<file path="src/rtl/decade_sequencer_pkg.sv">
// Shared types for the decade sequencer: FSM state encoding.
// Optional load feature is enabled with DECADE_SEQUENCER_LOAD_EN.
package decade_sequencer_pkg;

    typedef enum logic [1:0] {
        StIdle  = 2'd0,
        StRun   = 2'd1,
        StPause = 2'd2,
        StDone  = 2'd3
    } seq_state_e;

endpackage

</file>
<file path="src/rtl/decade_digit.sv">
// Single modulo-MODULO digit with enable, clear, load (out-of-range loads as 0) and
// terminal-count flag.
module decade_digit #(
    parameter int unsigned WIDTH  = 4,
    parameter int unsigned MODULO = 10
) (
    input  logic             clk,
    input  logic             rst_n,
    input  logic             en,
    input  logic             clr,
    input  logic             ld,
    input  logic [WIDTH-1:0] ld_val,
    output logic [WIDTH-1:0] q,
    output logic             tc
);

    // One extra bit so MODULO == 2**WIDTH still compares correctly.
    localparam logic [WIDTH:0]   ModExt = (WIDTH + 1)'(MODULO);
    localparam logic [WIDTH-1:0] MaxVal = WIDTH'(MODULO - 1);

    logic [WIDTH-1:0] q_q, q_d;

    always_comb begin
        q_d = q_q;
        if (clr) begin
            q_d = '0;
        end else if (ld) begin
            q_d = ({1'b0, ld_val} >= ModExt) ? '0 : ld_val;
        end else if (en) begin
            q_d = tc ? '0 : q_q + WIDTH'(1);
        end
    end

    always_ff @(posedge clk) begin
        if (!rst_n) begin
            q_q <= '0;
        end else begin
            q_q <= q_d;
        end
    end

    assign q  = q_q;
    assign tc = (q_q == MaxVal);

endmodule

</file>
<file path="src/rtl/parameterized_decade_sequencer.sv">
// Cascaded decade counter with IDLE/RUN/PAUSE/DONE control and match detection.
// Define DECADE_SEQUENCER_LOAD_EN to add the load/load_val ports.
module parameterized_decade_sequencer
    import decade_sequencer_pkg::*;
#(
    parameter int unsigned DIGITS = 4,
    parameter int unsigned WIDTH  = 4,
    parameter int unsigned MODULO = 10
) (
    input  logic                    clk,
    input  logic                    rst_n,
    input  logic                    start,
    input  logic                    stop,
    input  logic                    clear,
    input  logic                    oneshot,
    input  logic [DIGITS*WIDTH-1:0] match_val,
`ifdef DECADE_SEQUENCER_LOAD_EN
    input  logic                    load,
    input  logic [DIGITS*WIDTH-1:0] load_val,
`endif
    output logic [DIGITS*WIDTH-1:0] count,
    output logic                    carry_out,
    output logic                    match,
    output logic                    busy,
    output logic                    done
);

    localparam logic [WIDTH:0] ModExt = (WIDTH + 1)'(MODULO);

    seq_state_e state_q, state_d;
    logic                    adv, clr_cnt, ld_cnt, load_req, mv_valid;
    logic [DIGITS-1:0]       en, tc;
    logic [DIGITS*WIDTH-1:0] load_bus;

`ifdef DECADE_SEQUENCER_LOAD_EN
    assign load_req = load;
    assign load_bus = load_val;
`else
    assign load_req = 1'b0;
    assign load_bus = '0;
`endif

    // Ripple enable: digit k advances only when every lower digit is at terminal count.
    always_comb begin
        en[0] = adv;
        for (int i = 1; i < DIGITS; i++) begin
            en[i] = en[i-1] & tc[i-1];
        end
    end

    // A compare value with any out-of-range digit can never match.
    always_comb begin
        mv_valid = 1'b1;
        for (int i = 0; i < DIGITS; i++) begin
            if ({1'b0, match_val[i*WIDTH +: WIDTH]} >= ModExt) begin
                mv_valid = 1'b0;
            end
        end
    end

    assign match     = mv_valid && (count == match_val);
    assign carry_out = (state_q == StRun) && (&tc);
    assign busy      = (state_q == StRun);
    assign done      = (state_q == StDone);

    always_comb begin
        state_d = state_q;
        adv     = 1'b0;
        clr_cnt = 1'b0;
        ld_cnt  = 1'b0;
        if (clear) begin
            state_d = StIdle;
            clr_cnt = 1'b1;
        end else if (load_req && (state_q != StRun)) begin
            ld_cnt = 1'b1;
            if (state_q == StDone) begin
                state_d = StIdle;
            end
        end else begin
            case (state_q)
                StIdle: if (start) state_d = StRun;
                StRun: begin
                    if (stop) begin
                        state_d = StPause;
                    end else if (oneshot && match) begin
                        state_d = StDone;
                    end else begin
                        adv = 1'b1;
                    end
                end
                StPause: if (start) state_d = StRun;
                StDone: begin
                    if (start) begin
                        state_d = StRun;
                        clr_cnt = 1'b1;
                    end
                end
                default: state_d = StIdle;
            endcase
        end
    end

    always_ff @(posedge clk) begin
        if (!rst_n) begin
            state_q <= StIdle;
        end else begin
            state_q <= state_d;
        end
    end

    for (genvar g = 0; g < DIGITS; g++) begin : g_digit
        decade_digit #(
            .WIDTH  (WIDTH),
            .MODULO (MODULO)
        ) u_digit (
            .clk    (clk),
            .rst_n  (rst_n),
            .en     (en[g]),
            .clr    (clr_cnt),
            .ld     (ld_cnt),
            .ld_val (load_bus[g*WIDTH +: WIDTH]),
            .q      (count[g*WIDTH +: WIDTH]),
            .tc     (tc[g])
        );
    end

endmodule

</file>
<file path="config.mk">
export PLATFORM = sky130hd
export DESIGN_NAME = parameterized_decade_sequencer
export DESIGN_NICKNAME = d
export VERILOG_FILES = /design/src/rtl/decade_sequencer_pkg.sv /design/src/rtl/decade_digit.sv /design/src/rtl/parameterized_decade_sequencer.sv
export SDC_FILE = /design/constraint.sdc
export NUM_CORES = 1
export LEC_CHECK = 0
export CAP_MARGIN = 20
export CORE_UTILIZATION = 50
export CTS_BUF_LIST = sky130_fd_sc_hd__clkbuf_16
export CTS_CLUSTER_DIAMETER = 120
export DETAILED_ROUTE_END_ITERATION = 10
export HOLD_SLACK_MARGIN = 0.12
export PLACE_DENSITY = 0.85
export SYNTH_ARGS = -nofsm -noshare
export SYNTH_HDL_FRONTEND = slang
export SYNTH_SLANG_ARGS = --single-unit
</file>
<file path="constraint.sdc">
create_clock -name clk -period 5.78 [get_ports clk]
set_clock_uncertainty 0.05 [all_clocks]
set_input_delay 1.156 -clock clk [delete_from_list [all_inputs] [get_ports clk]]
set_output_delay 1.156 -clock clk [all_outputs]
set_load 0.01 [all_outputs]
</file>
# ---- Word-level counts from Yosys, hierarchy flattened
# Cells that the tools add are included.
dict set report totals {
  register_bits 18
  out_inout_bits 20
}
dict set report op_classes {
  addsub 4
  order_cmp 4
  eq_ne 10
  mux 19
  n_bitwise 4
  reduce_logical 9
}
# operator n
set op_table {}
lappend op_table {{$add 4x1->4 const B} 4}
lappend op_table {{$eq 16x16->1} 1}
lappend op_table {{$eq 4x4->1 const B} 4}
lappend op_table {{$ge 4x4->1 const B} 4}
lappend op_table {{$mux 4} 4}
lappend op_table {{$mux 1} 11}
lappend op_table {{$mux 2} 3}
lappend op_table {{$eq 2x2->1 const B} 2}
lappend op_table {{$pmux 2 s2} 1}
lappend op_table {{$reduce_and 4->1} 1}
lappend op_table {{$reduce_or 2->1} 2}
lappend op_table {{$and 1x1->1} 3}
lappend op_table {{$logic_and 1x1->1} 3}
lappend op_table {{$ne 3x2->1 const B} 1}
lappend op_table {{$reduce_or 3->1} 1}
lappend op_table {{$eq 2x1->1 const B} 1}
lappend op_table {{$logic_not 2->1} 1}
lappend op_table {{$ne 2x1->1 const B} 1}
lappend op_table {{$reduce_and 2->1} 1}
lappend op_table {{$not 1->1} 1}

# ---- Longest topological paths before layout
# Gate-level depths: netlist (run 1).
dict set report depth {
  ltp_word 14
  mapped_depth 7
  mapped_depth_nobuf 6
}

# ---- Cells and area by module
# A second synthesis (run 1) with hierarchy kept.
dict set report hier_totals {
  cells_unflattened 177
  area_unflattened_um2 1408.9
}
# mod n_inst cells_each area_per_inst_um2 seq_area_each_um2
set modules_own_cells {}
lappend modules_own_cells {decade_digit 4 31 255.2 80.1}
lappend modules_own_cells {parameterized_decade_sequencer 1 53 387.9 40.0}

# ---- Worst setup path before layout (run 1)
# Ideal clock, no wire load.
dict set report synth_path {
  path_type {input -> output}
  from {in match_val[10]}
  to {out match}
  arrival_ps 2087
  t_required_ps 4574
  slack_ps 2487
  stages 4
  n_path_buf 0
  cell_sequence {or2_2 > a21oi_1 > o2111ai_4 > nor2_1}
}
dict set report synth_between {
  elab_chain_cells 4
  word_cells_on_any_way 5
}
# element line
set synth_rtl {}
lappend synth_rtl {{start, declared} parameterized_decade_sequencer.sv:16} ;# input logic [DIGITS*WIDTH-1:0] match_val,
lappend synth_rtl {{$ge 4x4->1} parameterized_decade_sequencer.sv:55} ;# if ({1'b0, match_val[i*WIDTH +: WIDTH]} >= ModExt) begin
lappend synth_rtl {{$mux 1 (2 in series)} parameterized_decade_sequencer.sv:55}
lappend synth_rtl {{$logic_and 1x1->1 (*)} parameterized_decade_sequencer.sv:61} ;# assign match = mv_valid && (count == match_val);
lappend synth_rtl {{end, declared} parameterized_decade_sequencer.sv:23} ;# output logic match,
# Mark *: on every way between the ends. The rest lies on a longest branch, timed or not.

# ---- Worst setup path after layout (run 1)
# Ends and elaborated chain as after synthesis.

==> results.yml, run 1 <==
synthesis:
  synth_cells: 162
  synth_nets: 184
  dominantRegCellSynth: "dfxtp_1"
  synth_top_cells_by_area: "dfxtp_1 26%, xor2_1 9.0%, a21oi_1 5.1%"
  syn_avg_cell_area_um2: 8.43
  netlist-cell-type-count: 50
  async_flop_share: 0
  ys_seq_elements: 18
  ys_warn_count: 0
  synth_edf_count: 0
  seq_area_frac_synth: 0.264
  synth_top_cell_by_area: "dfxtp_1"
  syn-cell-area_mm2: 0.00137
  synth_top_area_share: 0.264
power_and_ir_drop:
  seq_power_share: 0.408
  intPower_uw: 237
  clock_power_share: 0.467
  p_leak_nw: 0.647
  ir_worst_vdd_v: 0.000165
  power_density_mw_per_mm2: 165
  swShare: 0.228
  p_total_uw: 307
  power_switching_uw: 69.9
  p_comb_frac: 0.125
critical_path:
  path_buf_inv: 2
  startpoint_type: "input pin"
  critPathMostFrequentCell: "clkdlybuf4s50_1"
  required_ns: 4.57
  path_cells: "clkdlybuf4s50_1, or2_2, a21oi_1, o2111ai_4, nor2_1, clkdlybuf4s50_1"
  critPathCaptureType: "output pin"
  reg2reg_depth: 6
  crit_family: "buffers and inverters"
  cp_slowest_cell: "clkdlybuf4s50_1"
  crit_fanout: 7
  cpPeakStageDelay_ns: 0.56
  crit_arrival_ns: 3.22
  crit_cells: 6
  critPathKind: "in2out"
global_route:
  grt_pass1_vias: 1269
  antenna_found_initial: 0
  grt_max_degree: 15
  grt_pass1_wl_um: 5520
  grt_usage: 0.268
  grt_remaining_overflow: 0
clock_tree:
  clk_path_buf_depth: 2
  postCtsSetupBuffers: 0
  cts_num_sinks: 18
  cts_tree: "built"
  clkLatencyLatePin_ns: 0.26
  htree_levels: 1
  root_buffer: "clkbuf_16"
  ctsHoldBuffers: 0
  cts_resized: 0
  path_clk_slew_ns: 0.05
  cts_made_buffers: 3
min_path:
  min_path_cells: 2
  hold_path.class: "reg2reg"
layout:
  syn_to_final_growth_pct: 36.2
  drive_gt1_frac: 0.0792
  multiInputGateArea_um2: 950
  nets: 225
  fill_cells: 201
  final_common_cell: "clkdlybuf4s50_1"
  final_cell_mix: "41 x clkdlybuf4s50_1, 18 x dfxtp_1, 14 x a21oi_1, 14 x xor2_1, 12 x nand2_1"
  seqCellArea_um2: 360
  utilization: 0.737
  n_antenna_cell: 0
drt:
  routed_wl_um: 3630
  routed_via_density: 6.07
  wire_per_inst_um: 15.7
  vias: 1408
  dr.pass1.iters: 4
  drt_iter0_markers: 49
  ant_nets: 0
  drc: 0
run:
  max-cap-violations: 0
floorplanning:
  dieArea_mm2: 0.00294
  die_w_um: 54.3
  die_h_um: 54.3
  initial_utilization: 0.541
  pin_count: 42
  rows: 18
  core_mm2: 0.00252
timing:
  hold_viol: 0
  slew_headroom: 0.634
  fin_tns_setup_ns: 0
  max_freq_ghz: 0.226
  slew_viol_final: 0
  layout_min_cycle_time_ns: 4.43
  hold_ws_ns: 0.453
  tightest_slew_ns: 0.543
  min_period_over_period: 0.766
  rsz0062_at_grt: "no"
  finalSetupViolCount: 0
placed_design:
  portBuffers: 41
  gp_congestion: 0.885
  dp_hpwl_um: 2700
outcome:
  status: "complete, no violations"
[cell families (layout without fill, tap and decap cells)]
family | count (synthesis) | count (layout) | synth area share
muxes | 4 | 4 | 0.0293
DFF | 18 | 18 | 0.264
AOI/OAI and AO/OA | 40 | 40 | 0.217
and+or+nand+nor | 75 | 75 | 0.359
buffers and inverters | 11 | 51 | 0.0403
xor gates and xnor gates | 14 | 14 | 0.0898
[worst register-to-register path: stages (launching register included)]
cell and delay [ns]:
dfxtp_1 0.50, nand2_1 0.08, o21ai_0 0.42, o2111ai_4 0.28, o21ai_2 0.31, mux2i_1 0.24, a21oi_1 0.09
[routing by layer]
| metal | vias up | global-route usage | routed length [um] |
|---|---|---|---|
| met4 | 0 | 0.137 | 67 |
| met3 | 10 | 0.0361 | 191 |
| met2 | 61 | 0.480 | 1850 |
| li1 | 680 | - | - |
| met5 | - | 0 | 0 |
| met1 | 657 | 0.306 | 1520 |
[synthesized netlist by cell type, drive strengths merged, types with 2 or more instances]
cell and n:
a2111oi 2, a211o 2, a21oi 14, a31oi 3, and2 3, and3 3, and3b 2, buf 4
dfxtp 18, inv 6, mux2i 4, nand2 12, nand2b 7, nand3 5, nand3b 2, nand4 4
nor2 10, nor2b 4, nor3 4, nor3b 2, nor4 2, o211ai 4, o21ai 10, or3 8
xor2 14
[state kept, by name, summed over array words and instances, names as in the netlist]
signal and count:
state_q 2, g_digit.u_digit.q 16
[power groups by stage]
stage	clock network (mW)	registers [mW]	logic, mW
after global routing	0.149	0.125	0.0407
after detailed placement	0	0.128	0.0372
after floorplan	0	0.128	0.0154
final	0.143	0.125	0.0382
after global placement	0	0.128	0.0362
after CTS	0.143	0.125	0.0379
[stage by stage]
step | cells | setup slack (ns) | area [um^2]
floorplan | 162 | 2.49 | 1370
global placement | 228 | 1.50 | 1780
detailed placement | 228 | 1.40 | 1780
CTS | 232 | 1.36 | 1860
global route | 232 | 1.27 | 1860
finish | 232 | 1.35 | 1860
[final timing paths]
path | startpoint | endpoint | slack, ns
max | match_val[10] | match | 1.35
min | state_q[1] | state_q[1] | 0.45
max reg2reg | g_digit[0].u_digit.q[1] | g_digit[3].u_digit.q[3] | 3.66
min reg2reg | state_q[1] | state_q[1] | 0.45
[cell type report]
cell class                      count  share of cell area
Clock buffer                        3              0.0404
Clock inverter                      1             0.00202
Inverter                            6              0.0121
Multi-Input combinational cell    133               0.511
Sequential cell                    18               0.194
Tap cell                           30              0.0202
Timing Repair Buffer               41               0.221
(Power assumes the default switching activity.)
==> run 2, diff against run 1 <==
CORE_UTILIZATION = 42   (was 50)
PLACE_DENSITY = 0.76   (was 0.85)
clock period = 3.7 ns   (was 5.78 ns; I/O delays follow)
==> run 2 against run 1 <==
Compared with the run above: final cell count up 6.5%; utilization down 12 points; largest power group unchanged; register-to-register slack worse by 2.1 ns; first-iteration DRC count up 80%.
==> results.yml, run 2 (synthesis gave the netlist of run 1 again) <==
layout:
  fill_cells: 279
  largest_reg_flops: 16
  nets: 226
  final_common_cell: "clkdlybuf4s50_1"
  final_cell_mix: "41 x clkdlybuf4s50_1, 18 x dfxtp_1, 14 x a21oi_1, 14 x xor2_1, 12 x nand2_1"
  syn_to_final_growth_pct: 38.0
  multiInputGateArea_um2: 950
  drive_gt1_frac: 0.0837
  n_antenna_cell: 0
  seqCellArea_um2: 360
  fin_cells: 247
global_route:
  grt_max_degree: 15
  grt_pass1_vias: 1223
  grt_usage: 0.203
  grt_remaining_overflow: 0
  antenna_found_initial: 0
  grt_pass1_wl_um: 5310
drt:
  routed-wl-met3_um: 105
  wire_per_inst_um: 13.7
  wl_met1_um: 1590
  dr.pass1.iters: 4
  drt_iter0_markers: 88
  drc: 0
  met2_length_um: 1620
  ant_nets: 0
  routed_wl_um: 3370
  routed_via_density: 5.40
  vias: 1334
  top_layer: "met4"
power_and_ir_drop:
  p_total_uw: 475
  power_density_mw_per_mm2: 252
  ir_worst_vdd_v: 0.000172
  p_leak_nw: 0.652
clock_tree:
  path_clk_slew_ns: 0.05
  cts_made_buffers: 3
  cts_num_sinks: 18
  clk_path_buf_depth: 2
  clkLatencyLatePin_ns: 0.25
  ctsHoldBuffers: 0
  cts_tree: "built"
  postCtsSetupBuffers: 0
  cts_resized: 0
  htree_levels: 1
  root_buffer: "clkbuf_16"
timing:
  layout_min_cycle_time_ns: 3.55
  hold_ws_ns: 0.460
  max_freq_ghz: 0.282
  min_period_over_period: 0.959
  hold_viol: 0
  finalSetupViolCount: 0
  tightest_slew_ns: 0.520
  slew_viol_final: 0
  fin_tns_setup_ns: 0
  slew_headroom: 0.650
  rsz0062_at_grt: "no"
placed_design:
  dp_hpwl_um: 2570
  portBuffers: 41
  dpl.cell_count: 243
  gp_congestion: 0.813
critical_path:
  required_ns: 2.91
  crit_arrival_ns: 2.76
  critPathKind: "in2out"
  critPathCaptureType: "output pin"
  crit_fanout: 7
  startpoint_type: "input pin"
floorplanning:
  die_w_um: 59.0
  initial_utilization: 0.443
  dieArea_mm2: 0.00348
  die_h_um: 59.0
  core_mm2: 0.00308
  rows: 20
  pin_count: 42
run:
  max-cap-violations: 0
outcome:
  status: "complete, no violations"
min_path:
  hold_path.class: "reg2reg"
run 2: worst paths after layout:
| path | start | to | slack, ns | cells after the start |
|---|---|---|---|---|
| worst min register to register | state_q[1] | state_q[1] | 0.46 | 2 |
| worst max register to register | g_digit[0].u_digit.q[1] | g_digit[3].u_digit.q[3] | 1.55 | 6 |
| worst max-delay path | match_val[1] | match | 0.15 | 6 |
| worst min-delay path | state_q[1] | state_q[1] | 0.46 | 2 |
run 2: final cells by class:
| type | instances | area share |
|---|---|---|
| flip-flops and latches | 18 | 0.191 |
| clock inverters | 1 | 0.00199 |
| clock buffers | 3 | 0.0398 |
| inverters | 6 | 0.0120 |
| well taps | 44 | 0.0292 |
| repair buffers | 42 | 0.222 |
| multi-input cells | 133 | 0.504 |
run 2: worst max-delay path, cell delays in order:
cell and delay [ns]:
clkdlybuf4s50_1 0.49, nand2_1 0.06, o21ai_0 0.44, o2111ai_4 0.29, nor2_1 0.19, clkdlybuf4s50_1 0.55
run 2: through the flow:
step	instance area, um^2	util	worst slack (ns)
2_1_floorplan	1370	-	1.24
3_3_place_gp	1810	0.587	0.255
3_5_place_dp	1810	0.587	0.159
4_1_cts	1880	0.612	0.156
5_1_grt	1880	0.612	0.0964
6_report	1880	0.612	0.153
run 2: routing by layer:
| layer | vias up | global-route usage |
|---|---|---|
| li1 | 678 | - |
| met1 | 612 | 0.238 |
| met2 | 37 | 0.360 |
| met3 | 7 | 0.0284 |
| met4 | 0 | 0.0986 |
| met5 | - | 0 |
run 2: power by group:
part	leakage (nW)	switching (mW)	internal (mW)	total, mW
logic	0.468	0.0274	0.0318	0.0592
registers	0.145	0.000739	0.195	0.195
clock network	0.0385	0.0768	0.144	0.221
